<file path="src/rtl/clk_gate_ctrl.sv">
// Clock-gate enable controller: wakes the gated clock on demand, reports ready after
// a fixed warm-up, gates it off after a programmable idle window, and counts wake-ups.
module clk_gate_ctrl #(
    parameter int CNT_W    = 4,
    parameter int WAKE_CYC = 2,
    parameter int STAT_W   = 8
) (
    input  logic              CLK,
    input  logic              RST,
    input  logic              REQ,
    input  logic              BUSY,
    input  logic              FORCE_ON,
    input  logic [CNT_W-1:0]  IDLE_CYC,
    input  logic              CNT_CLR,
    output logic              CLK_EN,
    output logic              CLK_RDY,
    output logic [STAT_W-1:0] WAKE_COUNT
);

    typedef enum logic [1:0] {
        ST_OFF  = 2'd0,
        ST_WAKE = 2'd1,
        ST_ON   = 2'd2,
        ST_IDLE = 2'd3
    } state_t;

    localparam logic [3:0]       WAKE_LAST = 4'(WAKE_CYC - 1);
    localparam logic [CNT_W-1:0] ICNT_ONE  = CNT_W'(1);

    state_t             state_q;
    logic [3:0]         wcnt_q;
    logic [CNT_W-1:0]   icnt_q;
    logic               clk_en_q;
    logic               clk_rdy_q;
    logic [STAT_W-1:0]  wake_cnt_q;

    logic act;
    logic wake_sat;

    assign act      = REQ | BUSY | FORCE_ON;
    assign wake_sat = &wake_cnt_q;

    always_ff @(posedge CLK or negedge RST) begin
        if (!RST) begin
            state_q    <= ST_OFF;
            wcnt_q     <= '0;
            icnt_q     <= '0;
            clk_en_q   <= 1'b0;
            clk_rdy_q  <= 1'b0;
            wake_cnt_q <= '0;
        end else begin
            // Clear wins over a coincident wake-up increment.
            if (CNT_CLR) begin
                wake_cnt_q <= '0;
            end else if (state_q == ST_OFF && act && !wake_sat) begin
                wake_cnt_q <= wake_cnt_q + STAT_W'(1);
            end

            case (state_q)
                ST_OFF: begin
                    if (act) begin
                        state_q   <= ST_WAKE;
                        wcnt_q    <= '0;
                        clk_en_q  <= 1'b1;
                        clk_rdy_q <= 1'b0;
                    end
                end
                ST_WAKE: begin
                    // Warm-up always runs to completion, regardless of act.
                    if (wcnt_q == WAKE_LAST) begin
                        state_q   <= ST_ON;
                        clk_rdy_q <= 1'b1;
                    end else begin
                        wcnt_q <= wcnt_q + 4'd1;
                    end
                end
                ST_ON: begin
                    if (!act) begin
                        if (IDLE_CYC == '0) begin
                            state_q   <= ST_OFF;
                            clk_en_q  <= 1'b0;
                            clk_rdy_q <= 1'b0;
                        end else begin
                            state_q <= ST_IDLE;
                            icnt_q  <= IDLE_CYC;
                        end
                    end
                end
                ST_IDLE: begin
                    if (act) begin
                        state_q <= ST_ON;
                    end else if (icnt_q == ICNT_ONE) begin
                        state_q   <= ST_OFF;
                        clk_en_q  <= 1'b0;
                        clk_rdy_q <= 1'b0;
                    end else begin
                        icnt_q <= icnt_q - ICNT_ONE;
                    end
                end
                default: begin
                    state_q   <= ST_OFF;
                    clk_en_q  <= 1'b0;
                    clk_rdy_q <= 1'b0;
                end
            endcase
        end
    end

    assign CLK_EN     = clk_en_q;
    assign CLK_RDY    = clk_rdy_q;
    assign WAKE_COUNT = wake_cnt_q;

endmodule
</file>
<file path="config.mk">
export PLATFORM = sky130hd
export DESIGN_NAME = clk_gate_ctrl
export DESIGN_NICKNAME = d
export VERILOG_FILES = /design/src/rtl/clk_gate_ctrl.sv
export SDC_FILE = /design/constraint.sdc
export NUM_CORES = 1
export LEC_CHECK = 0
export CELL_PAD_IN_SITES_DETAIL_PLACEMENT = 1
export CELL_PAD_IN_SITES_GLOBAL_PLACEMENT = 2
export CORE_UTILIZATION = 28
export DETAILED_ROUTE_END_ITERATION = 16
export PLACE_DENSITY_LB_ADDON = 0.1
export SKIP_LAST_GASP = 1
export SYNTH_ARGS = -nofsm -noshare
export SYNTH_HDL_FRONTEND = slang
export SYNTH_SLANG_ARGS = --single-unit
</file>
<file path="constraint.sdc">
create_clock -name CLK -period 1.6 [get_ports CLK]
set_input_delay 0.24 -clock CLK [delete_from_list [all_inputs] [get_ports CLK]]
set_output_delay 0.24 -clock CLK [all_outputs]
set_load 0.02 [all_outputs]
</file>
# After elaboration in Yosys (flattened, before gate mapping)

Index checks and enable logic that the tools add are counted.

Word-level logic and storage cells: 67
Bits in registers: 20
Input port bits: 10

Muxes and demuxes: 26
Bitwise operators: 2
Eq/ne operators: 15
Reductions and logical operators: 15
Add/subtract/negate cells: 3

Operators by type and width:

| operator            | count |
|---|---|
| $mux 4              | 6 |
| $ne 2x2->1 const B  | 9 |
| $mux 8              | 2 |
| $pmux 4 s2          | 2 |
| $mux 2              | 6 |
| $reduce_and 6->1    | 2 |
| $add 8x1->8 const B | 1 |
| $eq 4x1->1 const B  | 2 |
| $pmux 2 s4          | 1 |
| $reduce_and 8->1    | 1 |
| $mux 1              | 7 |
| $reduce_bool 2->1   | 3 |
| $reduce_and 5->1    | 1 |
| $add 4x1->4 const B | 1 |
| $eq 2x2->1 const B  | 2 |
| $logic_not 4->1     | 1 |
| $pmux 1 s4          | 1 |
| $reduce_and 4->1    | 1 |
| $sub 4x1->4 const B | 1 |
| $ne 3x3->1 const B  | 1 |
| $pmux 1 s3          | 1 |
| $reduce_and 3->1    | 1 |
| $reduce_bool 3->1   | 1 |
| $eq 2x1->1 const B  | 1 |
| 4 further kinds     | 6 |

# Longest topological paths before layout

Gate-level depths: netlist of run 1.

Depth in word-level cells: 6
Mapped depth: 6

# Worst setup path after synthesis of run 1

OpenSTA, ideal clock, no wires.

Path kind: register -> register
From: reg wake_cnt_q[0] (netlist: WAKE_COUNT[0])
To: reg wake_cnt_q[4] (netlist: WAKE_COUNT[4])
Data arrival time: 1.532 ns
Path slack: -0.009 ns
Stages on the path, launching flop included: 7
Buffers on the path: 1
Cell sequence: dfrtp_1 -> ha_1 -> nand3_1 -> o211ai_2 -> buf_6 -> or3_1 -> a21oi_1

Word-level cells in the longest chain between the ends: 4

RTL lines:

| what                                                | RTL line | source |
|---|---|---|
| from (decl)                                         | 35       | `logic [STAT_W-1:0] wake_cnt_q;` |
| from (signal assigned)                              | 56       | `wake_cnt_q <= wake_cnt_q + STAT_W'(1);` |
| branches (longest 4 deep; another with $add 8x1->8) | --       |  |

Several ways; the timed one is not identified. The select of a mux whose other input is x is not followed.
A chain may end at the register's enable or synchronous reset.

# Final worst setup path of run 1

From: reg wake_cnt_q[7] (netlist: WAKE_COUNT[7])
To: out WAKE_COUNT[7]

RTL lines:

| what      | RTL line | source |
|---|---|---|
| to (decl) | 17       | `output logic [STAT_W-1:0] WAKE_COUNT` |

No word-level cell between the ends.

==> results of run 1 <==
[repair_timing]
action / CTS / global route
gates resized for setup: 4 / 12
pin swaps: 0 / 2
cloned: 0 / 0
buffers inserted: 0 / 1
endpoints found under the setup margin: 4 / 12
hold buffers: 0 / 0
[area by class of cell]
cell class / count / area, um2 / share of cell area
multi-input cells: 97 / 638 / 0.388
repair buffers: 41 / 367 / 0.223
clock buffers: 4 / 55.1 / 0.0335
inverters: 5 / 18.8 / 0.0114
flip-flops and latches: 20 / 502 / 0.305
well taps: 50 / 62.6 / 0.0381
[registers in the layout, indices dropped and copies added (netlist names)]
signal and cells:
CLK_EN 1, CLK_RDY 1, WAKE_COUNT 8, icnt_q 4
state_q 2, wcnt_q 4
[power by group through the flow]
stage / clock, mW / sequential [mW] / combinational, mW
floorplan: 0 / 0.799 / 0.507
finish: 0.399 / 0.761 / 0.908
global route: 0.432 / 0.785 / 1.02
detailed placement: 0 / 0.770 / 0.901
CTS: 0.413 / 0.762 / 0.899
global placement: 0 / 0.765 / 0.860
[how the worst max path moves through the flow]
stage                             start             to  slack (ns)  cells past startpoint
after global routing      WAKE_COUNT[7]  WAKE_COUNT[7]      -0.002                      1
after floorplan           WAKE_COUNT[1]  WAKE_COUNT[4]        0.02                      6
final                     WAKE_COUNT[7]  WAKE_COUNT[7]        0.06                      1
after detailed placement    IDLE_CYC[1]      icnt_q[3]       -0.27                      5
after CTS                 WAKE_COUNT[4]  WAKE_COUNT[4]       0.005                      2
after global placement      IDLE_CYC[1]      icnt_q[3]       -0.24                      5
[cells in the final DEF (no fill, tap or decap), types with 2 or more instances in the layout]
cell type	count
sky130_fd_sc_hd__inv_1	5
sky130_fd_sc_hd__nor2_1	11
sky130_fd_sc_hd__dfrtp_1	19
sky130_fd_sc_hd__o22a_1	3
sky130_fd_sc_hd__nand2b_1	2
sky130_fd_sc_hd__buf_4	21
sky130_fd_sc_hd__or3_1	6
sky130_fd_sc_hd__nor3_1	2
sky130_fd_sc_hd__dlymetal6s2s_1	5
sky130_fd_sc_hd__nand2_1	10
sky130_fd_sc_hd__nand3_1	5
sky130_fd_sc_hd__a22o_1	4
sky130_fd_sc_hd__a21oi_1	8
sky130_fd_sc_hd__a31oi_1	2
sky130_fd_sc_hd__clkdlybuf4s50_1	10
sky130_fd_sc_hd__clkbuf_8	4
sky130_fd_sc_hd__o21ai_1	2
sky130_fd_sc_hd__and2_1	2
sky130_fd_sc_hd__dlygate4sd2_1	4
sky130_fd_sc_hd__a21oi_2	2
sky130_fd_sc_hd__mux2i_1	2
sky130_fd_sc_hd__ha_1	4
sky130_fd_sc_hd__o21ai_0	12
[worst min-delay path, delay by kind of cell]
| family | cells | cell delay (ns) |
|---|---|---|
| buf+inv | 1 | 0.11 |
| compound gates | 2 | 0.18 |
[per-layer routing]
metal	track usage	up-vias	share of wire
met1	0.183	532	0.46
met2	0.292	16	0.51
met5	0	-	0
met4	0.0665	0	0.0073
met3	0.0223	2	0.025
li1	-	539	-
[cell families after synthesis]
logic type	share of synthesized area
adder cells (fa/ha/maj)	0.0536
buffers and inverters	0.0375
AND/OR/NAND/NOR	0.235
multiplexers	0.0171
AO/OA/AOI/OAI	0.221
XOR/XNOR	0.00750
flip-flops	0.429
[stage by stage]
step	cell area, um2	total power [mW]	hold slack (ns)
floorplan	1170	1.31	-0.0556
global placement	1550	1.63	0.491
detailed placement	1550	1.67	0.504
CTS	1600	2.07	0.336
global route	1640	2.24	0.345
finish	1640	2.07	0.306
==> qor.yml, run 1 <==
synthFlopType: "sky130_fd_sc_hd__dfrtp_1"
antenna_violations_before_repair: 0
synthesis.instances: 126
coreArea_um2: 4000
power.switching_fraction: 0.374
routability_cong: 0.712
crit_buf_inv: 1
io_buffers: 19
clock_tree.htree_level_count: 1
synth_area_leader_cell: "sky130_fd_sc_hd__dfrtp_1"
critical_path.cell_chain: "clkdlybuf4s50_1"
grtUsageTotal: 0.160
detail_route.first_pass.iterations: 2
synth_async_sr_flop_share: 1.00
crit_share_post_route: 0.964
min_delay_path_depth: 3
grt_pass1_vias: 1147
count_of_clock_tree_sinks: 20
vdd.ir_drop.worst_mv: 0.576
cell_internal_power_mw: 1.29
tritoncts.num_buffers: 3
netlist_top_cells_area: "sky130_fd_sc_hd__dfrtp_1, sky130_fd_sc_hd__o21ai_0, sky130_fd_sc_hd__ha_1"
setup_tns_ns: 0
synth.avg_cell_area_um2: 9.26
clock_power_share: 0.193
cts.clk_slew.worst_paths_ns: 0.07
max-clock-path-buffers: 2
endpoint_kind: "primary output"
worst_clock_skew_ns: 0.00619
synth-seq-cells: 20
critical-path-slowest-cell: "sky130_fd_sc_hd__clkdlybuf4s50_1"
root_buffer: "sky130_fd_sc_hd__clkbuf_8"
worst_setup_path_start_kind: "register"
grt-ovfl-total: 0
die_height_um: 66.6
timing.critical_path.slowest_cell_delay_ns: 0.64
maxCapViolations: 0
power.share.combinational: 0.439
detail-route-antenna-nets: 0
mappedNetlistArea_um2: 1170
setup_slack_ns: 0.0570
required_ns: 1.36
antenna_diode_count: 0
first_iter_violations: 19
place_worst_setup_slack_ns: -0.269
worstHoldPathType: "in -> reg"
critical_path.max_fanout: 4
clock_latency_of_the_later_clocked_register_in_the_worst_skew_pair_ns: 0.26
p_leak_nw: 0.782
cts_tree: "yes"
largest_net_degree_at_the_start_of_global_routing: 21
yosysMostFrequentCell: "sky130_fd_sc_hd__dfrtp_1"
worst_r2r_endpoint: "WAKE_COUNT[3]"
list_of_most_frequent_post_synthesis_cells: "sky130_fd_sc_hd__dfrtp_1, sky130_fd_sc_hd__o21ai_0, sky130_fd_sc_hd__nor2_1"
result_of_the_run: "completed"
report.final.setup_viol: 0
final_cells: 217
routed_wire_length_um: 3150
starting_density_of_the_core: 0.292
design.final.nets: 183
switching_power_mw: 0.774
mappedNetlistNets: 141
slew-limit-headroom: 0.745
criticalPathCategory: "reg -> out"
final-hold-violation-count: 0
timing.rr.start: "WAKE_COUNT[0]"
num-fill-cells: 464
powerDensity_nw_per_um2: 1260
vias: 1089
seq_power_share: 0.368
worstPathArrival_ns: 1.30
ioPinCount: 20
yosysSeqAreaShare: 0.429
synthDominantCellAreaShare: 0.429
netlist-cell-type-count: 37
hp-start: "IDLE_CYC[0]"
layout-area-overhead-vs-synth_pct: 40.7
r2r_slack_ns: 0.08
global_route_wire_length_before_repair_um: 5230
chipWidth_um: 66.6
worst_path_dominant_cell_family: "buffers and inverters"
ys_warn_count: 0
post-place-cells: 212
hpwlAfterDp_um: 2370
std_cell_rows: 23
max_clock_freq_mhz: 648
hold_path_end: "icnt_q[0]"
post-route-drc-count: 0
final_slew_violations: 0
synth-edff-count: 0
r2r.worst_path.cells: 6
design.die.area_um2: 4430
grt_setup_unrepaired: "true"
final_period_minus_worst_setup_slack_ns: 1.54
final_core_util: 0.411
worst_slew_pin_slew_ns: 0.381
drive_gt1_frac: 0.222
route.detailed.vias_per_inst: 5.02
wl_per_cell_um: 14.5
Note: power is estimated with default switching activity, not from simulation.
==> run 2: changes to the inputs <==
--- a/config.mk
+++ b/config.mk
@@ -10,6 +10,7 @@
 export CORE_UTILIZATION = 28
 export DETAILED_ROUTE_END_ITERATION = 16
 export PLACE_DENSITY_LB_ADDON = 0.1
+export SETUP_SLACK_MARGIN = 0.05
 export SKIP_LAST_GASP = 1
 export SYNTH_ARGS = -nofsm -noshare
 export SYNTH_HDL_FRONTEND = slang
==> run 2 against run 1 <==
Against the previous run:
- count of clock-buffer cells in the layout fell by 1
- sequential share of layout area fell by 1.7 points
- largest power group unchanged
- sequential power increased by 0.8%
- register-to-register slack barely moved
==> qor.yml, run 2 (same netlist as run 1, synthesis figures left out) <==
result_of_the_run: "completed"
worst_path_dominant_cell_family: "simple AND/OR/NAND/NOR gates"
global_route_wire_length_before_repair_um: 5440
required_ns: 1.79
drive_gt1_frac: 0.260
antenna_diode_count: 0
grt_setup_unrepaired: "true"
worstHoldPathType: "in -> async"
starting_density_of_the_core: 0.292
antenna_violations_before_repair: 0
criticalPathCategory: "reg -> reg"
crit_share_post_route: 0.956
layout-area-overhead-vs-synth_pct: 49.5
final-hold-violation-count: 0
commonest_non_fill_non_tap_cells_in_the_layout: "sky130_fd_sc_hd__buf_4, sky130_fd_sc_hd__dfrtp_1, sky130_fd_sc_hd__nor2_1, sky130_fd_sc_hd__o21ai_0, sky130_fd_sc_hd__nand2_1"
fin_total_pwr_mw: 2.22
io_buffers: 19
worst_clock_skew_ns: 0.00273
first_iter_violations: 38
place_worst_setup_slack_ns: -0.283
endpoint_kind: "register"
powerDensity_nw_per_um2: 1270
design.die.area_um2: 4430
grtUsageTotal: 0.163
cts.clk_slew.worst_paths_ns: 0.09
met3_track_demand_over_resource_in_global_routing: 0.0205
vias: 1148
detail_route.first_pass.iterations: 4
largest_net_degree_at_the_start_of_global_routing: 21
critical-path-slowest-cell: "sky130_fd_sc_hd__or4_1"
tritoncts.num_buffers: 3
coreArea_um2: 4000
count_of_clock_tree_sinks: 20
wl_per_cell_um: 15.0
crit_buf_inv: 0
vdd.ir_drop.worst_mv: 0.437
std_cell_rows: 23
root_buffer: "sky130_fd_sc_hd__clkbuf_8"
detail-route-antenna-nets: 0
p_leak_nw: 0.822
max-clock-path-buffers: 2
report.final.setup_viol: 0
worstPathArrival_ns: 1.72
hpwlAfterDp_um: 2340
globalRouteMet2Util: 0.266
critical_path.max_fanout: 6
grt_pass1_vias: 1150
count_of_hold_buffers_inserted_by_post_cts_repair: 0
clock_latency_of_the_later_clocked_register_in_the_worst_skew_pair_ns: 0.26
slew-limit-headroom: 0.761
chipWidth_um: 66.6
routed_wire_length_um: 3350
global_route.usage.met1: 0.216
die_height_um: 66.6
final_core_util: 0.436
design.final.nets: 189
critical_path.cell_chain: "nor2_2, o211ai_4, or4_1, a21oi_2"
worst_slew_pin_slew_ns: 0.357
final_period_minus_worst_setup_slack_ns: 1.53
commonest_non_fill_non_tap_cell_in_the_layout: "sky130_fd_sc_hd__buf_4"
route.detailed.vias_per_inst: 5.15
grt-ovfl-total: 0
num-fill-cells: 468
post-route-drc-count: 0
busiest_layer: "met2"
worst_setup_path_start_kind: "register"
clock_tree.htree_level_count: 1
timing.critical_path.slowest_cell_delay_ns: 0.44
routability_cong: 0.712
flip_flop_count_of_the_largest_register_after_layout: 8
cts_tree: "yes"
ioPinCount: 20
maxCapViolations: 0
setup_slack_ns: 0.0706
max_clock_freq_mhz: 654
final_slew_violations: 0
[run 2: cell count changes in the layout (fill, tap and decap cells not counted), moves of 2 or more]
cell and change:
sky130_fd_sc_hd__dlygate4sd2_1 +5, sky130_fd_sc_hd__dfrtp_1 -2, sky130_fd_sc_hd__dfrtp_2 +2, sky130_fd_sc_hd__o211ai_4 +2, sky130_fd_sc_hd__buf_4 +3, sky130_fd_sc_hd__buf_6 +2
sky130_fd_sc_hd__clkdlybuf4s50_1 -4
[run 2: worst paths after layout]
kind	startpoint	endpoint	slack [ns]	cells after the start
worst max-delay path	state_q[0]	WAKE_COUNT[6]	0.07	4
worst min-delay path	RST	WAKE_COUNT[4]	0.32	2
worst max register to register	state_q[0]	WAKE_COUNT[6]	0.07	4
worst min register to register	icnt_q[1]	icnt_q[1]	0.52	2
max in group asynchronous	RST	WAKE_COUNT[1]	1.04	2
min in group CLK	IDLE_CYC[0]	icnt_q[0]	0.42	3
[run 2: area by class of cell]
class	instances	area [um2]	share of cell area
inverters	5	18.8	0.0108
clock inverters	1	30.0	0.0172
well taps	50	62.6	0.0358
flip-flops and latches	20	504	0.289
clock buffers	3	41.3	0.0237
multi-input cells	98	686	0.393
repair buffers	46	403	0.231
[run 2: repair_timing]
item | in CTS | in global routing
pin swaps | 3 | 5
cloned | 0 | 1
endpoints found under the setup margin | 15 | 15
setup buffers | 1 | 5
gates resized for setup | 12 | 15
[run 2: through the flow]
stage / setup TNS [ns] / cell area [um2] / hold WS, ns / instances
after floorplan: 0 / 1170 / -0.0556 / 126
after global placement: -3.30 / 1560 / 0.494 / 212
after detailed placement: -3.73 / 1560 / 0.505 / 212
after CTS: 0 / 1640 / 0.333 / 217
after global routing: 0 / 1750 / 0.353 / 223
final: 0 / 1750 / 0.324 / 223
[run 2: worst register-to-register path: cells and delay by family, from the launching register on]
kind | cells | cell delay, ns
and+or+nand+nor | 2 | 0.74
DFF | 1 | 0.40
AOI/OAI and AO/OA | 2 | 0.32
[run 2: per-layer routing]
layer / vias to the layer above / routed length (um)
li1: 556 / -
met1: 565 / 1480
met2: 23 / 1730
met3: 4 / 103
met4: 0 / 34
met5: - / 0
[run 2: power by group]
group	switching, mW	leakage (nW)	internal (mW)
registers	0.124	0.251	0.643
logic	0.477	0.535	0.447
clock network	0.194	0.0357	0.334
